--- config.mk ---
export PLATFORM = sky130hd
export DESIGN_NAME = slice_stream_reader
export DESIGN_NICKNAME = d
export VERILOG_FILES = /design/src/rtl/slice_pkg.sv /design/src/rtl/slice_mux.sv /design/src/rtl/slice_stream_reader.sv
export SDC_FILE = /design/constraint.sdc
export NUM_CORES = 2
export LEC_CHECK = 0
export CORE_MARGIN = 1.5
export CORE_UTILIZATION = 60
export DETAILED_ROUTE_END_ITERATION = 12
export GPL_ROUTABILITY_DRIVEN = 0
export PLACE_DENSITY_LB_ADDON = 0.12
export SYNTH_ARGS = -nofsm -noshare
export SYNTH_HDL_FRONTEND = slang
export SYNTH_SLANG_ARGS = --single-unit
--- constraint.sdc ---
create_clock -name clk -period 133.1 [get_ports clk]
set_clock_uncertainty 0.1 [all_clocks]
set_input_delay 13.31 -clock clk [delete_from_list [all_inputs] [get_ports clk]]
set_output_delay 13.31 -clock clk [all_outputs]
set_load 0.01 [all_outputs]
--- src/rtl/slice_pkg.sv ---
// Shared definitions for the bit-slice reader/collector pair:
// frame geometry, FSM state encoding and the slice-index type.
package slice_pkg;

   localparam int LANES = 64;
   localparam int WIDTH = 25;
   localparam int AW    = 6;

   typedef enum logic [1:0] {
      IDLE   = 2'd0,
      STREAM = 2'd1,
      DONE   = 2'd2
   } state_t;

   // Slice index as seen on the wire; the collector's number input
   // uses the same type.
   typedef logic [31:0] slice_idx_t;

endpackage

--- src/rtl/slice_mux.sv ---
// Selects bit plane (WIDTH-1-k) from every stored word.
// Ports: words (LANES x WIDTH array), k (plane index), slice (LANES bits).
module slice_mux #(
   parameter int LANES = 64,
   parameter int WIDTH = 25,
   parameter int KW    = $clog2(WIDTH)
) (
   input  logic [WIDTH-1:0] words [LANES],
   input  logic [KW-1:0]    k,
   output logic [LANES-1:0] slice
);

   logic [KW-1:0] pos;

   // Slice 0 is the MSB plane.
   assign pos = KW'(WIDTH - 1) - k;

   always_comb begin
      slice = '0;
      for (int n = 0; n < LANES; n++) begin
         slice[n] = words[n][pos];
      end
   end

endmodule

--- src/rtl/slice_stream_reader.sv ---
// Holds LANES words of WIDTH bits and streams them out as WIDTH
// bit-slices (MSB plane first) over a valid/ready handshake.
// Ports: clk, rst (async, active-high); wr_en/wr_addr/wr_data word
// load and start (both IDLE only); slice_ready in; slice_valid,
// slice_data, slice_num, busy, done out.
module slice_stream_reader #(
   parameter int LANES = slice_pkg::LANES,
   parameter int WIDTH = slice_pkg::WIDTH,
   parameter int AW    = slice_pkg::AW
) (
   input  logic                 clk,
   input  logic                 rst,
   input  logic                 wr_en,
   input  logic [AW-1:0]        wr_addr,
   input  logic [WIDTH-1:0]     wr_data,
   input  logic                 start,
   input  logic                 slice_ready,
   output logic                 slice_valid,
   output logic [LANES-1:0]     slice_data,
   output slice_pkg::slice_idx_t slice_num,
   output logic                 busy,
   output logic                 done
);

   import slice_pkg::*;

   localparam int KW = $clog2(WIDTH);
   localparam logic [KW-1:0] K_LAST = KW'(WIDTH - 1);

   state_t           state;
   state_t           state_nxt;
   logic [KW-1:0]    k;
   logic [WIDTH-1:0] words [LANES];
   logic [LANES-1:0] mux_slice;
   logic             wr_ok;

   assign wr_ok = wr_en && (32'(wr_addr) < LANES);

   // State register
   always_ff @(posedge clk or posedge rst) begin
      if (rst) begin
         state <= IDLE;
      end else begin
         state <= state_nxt;
      end
   end

   // Next-state logic
   always_comb begin
      state_nxt = state;
      unique case (state)
         IDLE:    if (start) state_nxt = STREAM;
         STREAM:  if (slice_ready && k == K_LAST) state_nxt = DONE;
         DONE:    state_nxt = IDLE;
         default: state_nxt = IDLE;
      endcase
   end

   // Plane counter: parked at 0 outside a frame so slice 0 is
   // ready on the first STREAM cycle.
   always_ff @(posedge clk or posedge rst) begin
      if (rst) begin
         k <= '0;
      end else if (state != STREAM) begin
         k <= '0;
      end else if (slice_ready && k != K_LAST) begin
         k <= k + KW'(1);
      end
   end

   // Word store; writable only in IDLE so a running frame is frozen.
   always_ff @(posedge clk or posedge rst) begin
      if (rst) begin
         for (int n = 0; n < LANES; n++) begin
            words[n] <= '0;
         end
      end else if (state == IDLE) begin
         if (wr_ok) begin
            words[wr_addr] <= wr_data;
         end
      end
   end

   slice_mux #(
      .LANES (LANES),
      .WIDTH (WIDTH),
      .KW    (KW)
   ) u_mux (
      .words (words),
      .k     (k),
      .slice (mux_slice)
   );

   // Outputs depend only on registered state, counter and words,
   // so they hold steady while the sink stalls.
   always_comb begin
      slice_valid = (state == STREAM);
      busy        = (state == STREAM);
      done        = (state == DONE);
      slice_data  = slice_valid ? mux_slice : '0;
      slice_num   = slice_valid ? slice_idx_t'(k) : '0;
   end

endmodule

== Yosys cells after proc, flatten, opt, wreduce, memory -nomap -nowiden ==
Cells that the tools add are included.
Widths: inputs -> output; s select.
Word-level totals
  bits in registers: 1607
  latch bits: 0
  memory bits (writable): 0
  memory bits (read-only): 0
  input port bits: 36
  word-level logic and storage cells: 224
  memories kept: 0
Operators by class
  add/sub/neg operators: 2
  multipliers: 0
  divide/modulo/power cells: 0
  magnitude comparators: 3
  equal/unequal tests: 7
  shifts and indexed selects: 0
  mux-type cells: 138
  bitwise gates (word level): 1
  reductions and logical operators: 7
Operators with widths (number)
  $bwmux 1600: 1
  $bmux 1 s5: 64
  $demux 25 s6: 1
  $mux 1: 64
  $mux 64: 1
  $mux 25: 1
  $mux 5: 3
  $ge 7x7->1 const B: 1
  $lt 7x1->1 const B: 1
  $not 6->7: 1
  $lt 5x6->1 const B: 1
  $add 5x1->5 const B: 1
  $eq 5x5->1 const B: 1
  $ne 5x5->1 const B: 1
  $sub 5x5->5 const A: 1
  $mux 2: 2
  $ne 2x1->1 const B: 2
  $pmux 2 s2: 1
  $reduce_and 2->1: 2
  $logic_and 1x1->1: 3
  $eq 2x1->1 const B: 1
  $eq 2x2->1 const B: 1
  $logic_not 2->1: 1
  $ne 2x2->1 const B: 1
  $reduce_bool 2->1: 1

== Longest topological paths before layout ==
  depth after elaboration: 6
  depth in mapped cells: 14
  gate-level depth less buffers: 7

== Hierarchy ==
Synthesis repeated with hierarchy kept, for this count alone.
Second synthesis, totals
  cells, all modules: 4858
  area total of the unflattened synthesis: 75441.1 um^2
By module, submodules not included
  slice_stream_reader: instances 1, cells each 3759, area each 62364.8 um^2, sequential area each 40213.6 um^2
  slice_mux: instances 1, cells each 1099, area each 13076.3 um^2, sequential area each 0.0 um^2

== Worst setup path before layout ==
No wires, ideal clock.
  kind: reg-to-output
  start point: reg k[0]
  end point: out slice_data[10]
  arrival: 2.991 ns
  data required time: 119.690 ns
  setup slack: 116.699 ns
  cell stages (with the launch flop): 13
  buffers on the path: 7
  path through: dfrtp_1 > buf_4 > buf_4 > buf_4 > buf_4 > inv_1 > ha_1 > buf_2 > clkbuf_1 > clkbuf_1 > mux4_2 > a221oi_1 > a311oi_2
On the way
  word-level cells in the longest chain between the ends: 4
Ends and longest elaborated chain
  start: declaration: RTL line slice_stream_reader.sv:32  | logic [KW-1:0] k;
  start signal: assignment: RTL line slice_stream_reader.sv:67  | k <= k + KW'(1);
  $sub 5x5->5: RTL line slice_mux.sv:16  | assign pos = KW'(WIDTH - 1) - k;
  $bmux 1 s5: RTL line slice_mux.sv:21  | slice[n] = words[n][pos];
  $mux 1 (implied by the code): RTL line slice_mux.sv:21
  $mux 64: RTL line slice_stream_reader.sv:100  | slice_data = slice_valid ? mux_slice : '0;
  end: declaration: RTL line slice_stream_reader.sv:19  | output logic [LANES-1:0] slice_data,
No other way between the ends. The select of a mux whose other input is x is not followed.

== Worst setup path in the final report ==
  start point: reg k[0]
  end point: out slice_data[24]
The elaborated chain is that of the path after synthesis.

==> results.py <==
metrics = {
    "outcome": {
        "status": "finished clean",
    },
    "timing": {
        "slew_headroom_pct": 11.5,
        "period_share_pct": 15.0,
        "drv_slew": 0,
        "hold_viol": 0,
        "worst_pin_slew_ns": 1.33,
        "setup_violations": 0,
        "tns_ns": 0,
        "rsz0062_at_grt": "no",
        "holdWs_ns": 0.399,
        "min_period_ns": 19.91,
        "max_freq_mhz": 50.2,
    },
    "critical_path": {
        "cp_cell_sequence": "inv_1 > ha_4 > buf_4 > buf_4 > mux4_2 > inv_1 > o22ai_1 > a211oi_1 > a311oi_1 > clkdlybuf4s50_1",
        "cp_slowest_stage_delay_ns": 0.97,
        "end_kind": "primary output",
        "cp_max_fo": 54,
        "setup.worst_path.class": "reg -> out",
        "cp.arrival_ns": 6.50,
        "cpMaxStageDelayCell": "dfrtp_4",
        "startpoint_type": "register",
        "required_ns": 119.69,
    },
    "detailed_routing": {
        "drt_iter0_markers": 3550,
        "wl_mm": 198,
        "vias_per_cell": 6.59,
        "post_drt_wl_per_cell_um": 30.7,
        "via_count": 42400,
        "drt-pass1-iter-count": 5,
        "antenna_left": 0,
        "drc": 0,
    },
    "power": {
        "vdd_drop_max_mv": 0.0298,
        "p_per_area_nw_per_um2": 17.7,
        "leakagePower_nw": 38.4,
        "power_mw": 1.43,
    },
    "synthesis": {
        "synthCells": 4753,
        "synthArstFlopShare_pct": 100,
        "ys_seq_area_share_pct": 54.6,
        "synth-main-ff-cell": "dfrtp_1",
        "avgSynthCellArea_um2": 15.5,
        "syn-cell-area_um2": 73600,
        "ys_warn_count": 0,
        "ys_types": 53,
        "synth_edf_count": 0,
        "yosys_register_bits": 1607,
    },
    "global_routing": {
        "grt_pass1_vias": 43900,
        "grt_max_degree": 175,
        "grt_first_pass_wirelength_mm": 295,
        "antenna_found_initial": 6,
        "grt_overflow_total": 0,
        "grt_use_total_pct": 32.2,
    },
    "cells_and_area": {
        "fin_nets": 4716,
        "layout_commonest_cell": "dfrtp_1",
        "multi_input_area_um2": 30700,
        "drive_gt1_share_pct": 52.0,
        "final_cells": 6437,
        "n_fill_cell": 8610,
        "register_area_um2": 40200,
        "final_cell_mix": "dfrtp_1 (1606), mux2_2 (1600), mux4_2 (384)",
        "area_growth_pct": 9.83,
    },
    "min_path": {
        "hold_path_class": "reg -> reg",
    },
    "placement": {
        "dp_cells": 6135,
        "place_hpwl_mm": 98.8,
        "portBuffers": 107,
    },
    "floorplan": {
        "coreArea_um2": 122000,
        "rows": 128,
        "die_x_um": 353,
        "io_pins": 135,
        "die_area_um2": 125000,
        "chipHeight_um": 353,
        "start_util_pct": 60.5,
    },
    "clock_network": {
        "post_cts_buffers": 0,
        "cts.clk_slew.worst_paths_ns": 0.06,
        "clkSinkCount": 1607,
        "ctsHoldBuffers": 0,
        "clock_latency_ns": 0.79,
        "cts_root_buf": "clkbuf_16",
        "htreeDepth": 4,
        "cts_tree": "done",
        "cts-buffers-inserted": 166,
        "clk_path_buf_depth": 3,
        "cts_resized": 0,
    },
    "job": {
        "drv_cap": 0,
    },
}
## cell type report
type                            instances  area share (%)
Antenna cell                            3         0.00928
Clock buffer                          256            6.10
Clock inverter                         43           0.707
Inverter                              131           0.617
Multi-Input combinational cell       2548            37.9
Sequential cell                      1607            49.7
Tap cell                             1625            2.51
Timing Repair Buffer                  224            2.39
## kinds of logic (layout without fill, tap and decap cells)
logic type	count (synthesis)	after routing	synth area share, %
xor+xnor	9	9	0.127
other cells	1	30	0.00509
mux	1985	1985	36.2
compound gates	265	265	3.28
flops	1607	1607	54.6
buf+inv	624	654	3.99
fa+ha+maj	2	2	0.0340
simple gates	260	260	1.72
## per-layer routing
layer	wire, um	global-route usage (%)
met4	7110	11.8
met2	95600	51.2
met3	12100	5.53
met1	82800	45.2
met5	38	0
## metrics by stage
| step | setup WS (ns) | utilization, % | cell area [um2] |
|---|---|---|---|
| 2_1_floorplan | 74.34 | - | 73700 |
| 3_3_place_gp | 113.27 | 61.9 | 75400 |
| 3_5_place_dp | 113.25 | 61.9 | 75400 |
| 4_1_cts | 113.08 | 66.4 | 80900 |
| 5_1_grt | 112.94 | 66.4 | 80900 |
| 6_report | 113.19 | 66.4 | 80900 |
## Yosys cell counts (3+ instances only)
| master | n | area, um2 |
|---|---|---|
| xnor2_1 | 4 | 35.0 |
| a221oi_1 | 63 | 552 |
| a311oi_2 | 30 | 450 |
| a311oi_1 | 33 | 289 |
| nor2_2 | 42 | 263 |
| nor3b_1 | 3 | 22.5 |
| inv_1 | 130 | 488 |
| buf_2 | 158 | 791 |
| nand2_1 | 151 | 567 |
| a211oi_2 | 25 | 313 |
| buf_6 | 12 | 135 |
| o22ai_1 | 63 | 394 |
| a21oi_1 | 3 | 15.0 |
| a211oi_1 | 40 | 300 |
| xor2_1 | 3 | 26.3 |
| mux4_2 | 384 | 8650 |
| buf_4 | 83 | 623 |
| dfrtp_1 | 1607 | 40200 |
| buf_1 | 30 | 113 |
| nor2_1 | 26 | 97.6 |
| and3b_1 | 4 | 35.0 |
| mux2_2 | 1600 | 18000 |
| nand3_1 | 4 | 20.0 |
| nor2b_1 | 3 | 18.8 |
| nand4_2 | 4 | 50.1 |
| clkbuf_1 | 210 | 788 |
| and2_1 | 4 | 25.0 |
## worst max-delay path: cells and delay by family (launching register included)
| kind | cells | cell delay (ns) |
|---|---|---|
| multiplexers | 1 | 0.34 |
| adder cells (fa/ha/maj) | 1 | 0.79 |
| flip-flops | 1 | 0.97 |
| buffers and inverters | 5 | 2.54 |
| AO/OA/AOI/OAI | 3 | 0.94 |
## state kept, by name (all words and copies together), names as in the netlist
register / flops
k: 5
words: 1600
state: 2
## where the power goes
| group | internal (mW) | switching, mW |
|---|---|---|
| logic | 0.147 | 0.308 |
| registers | 0.493 | 0.00828 |
| clock network | 0.278 | 0.195 |
## final timing paths
check,startpoint,end,slack (ns),depth (start not counted)
worst min-delay path,words[1589]$_DFFE_PP0P_,words[1589]$_DFFE_PP0P_,0.40,1
worst max-delay path,k[0]$_DFFE_PP0P_,slice_data[24],113.19,10
max in group asynchronous,rst,words[1120]$_DFFE_PP0P_,114.25,8
worst min register to register,words[1589]$_DFFE_PP0P_,words[1589]$_DFFE_PP0P_,0.40,1
worst max register to register,state[0]$_DFFE_PP0P_,words[458]$_DFFE_PP0P_,129.38,4
min in group asynchronous,rst,words[385]$_DFFE_PP0P_,12.94,2
Note: power is estimated with default switching activity, not from simulation.
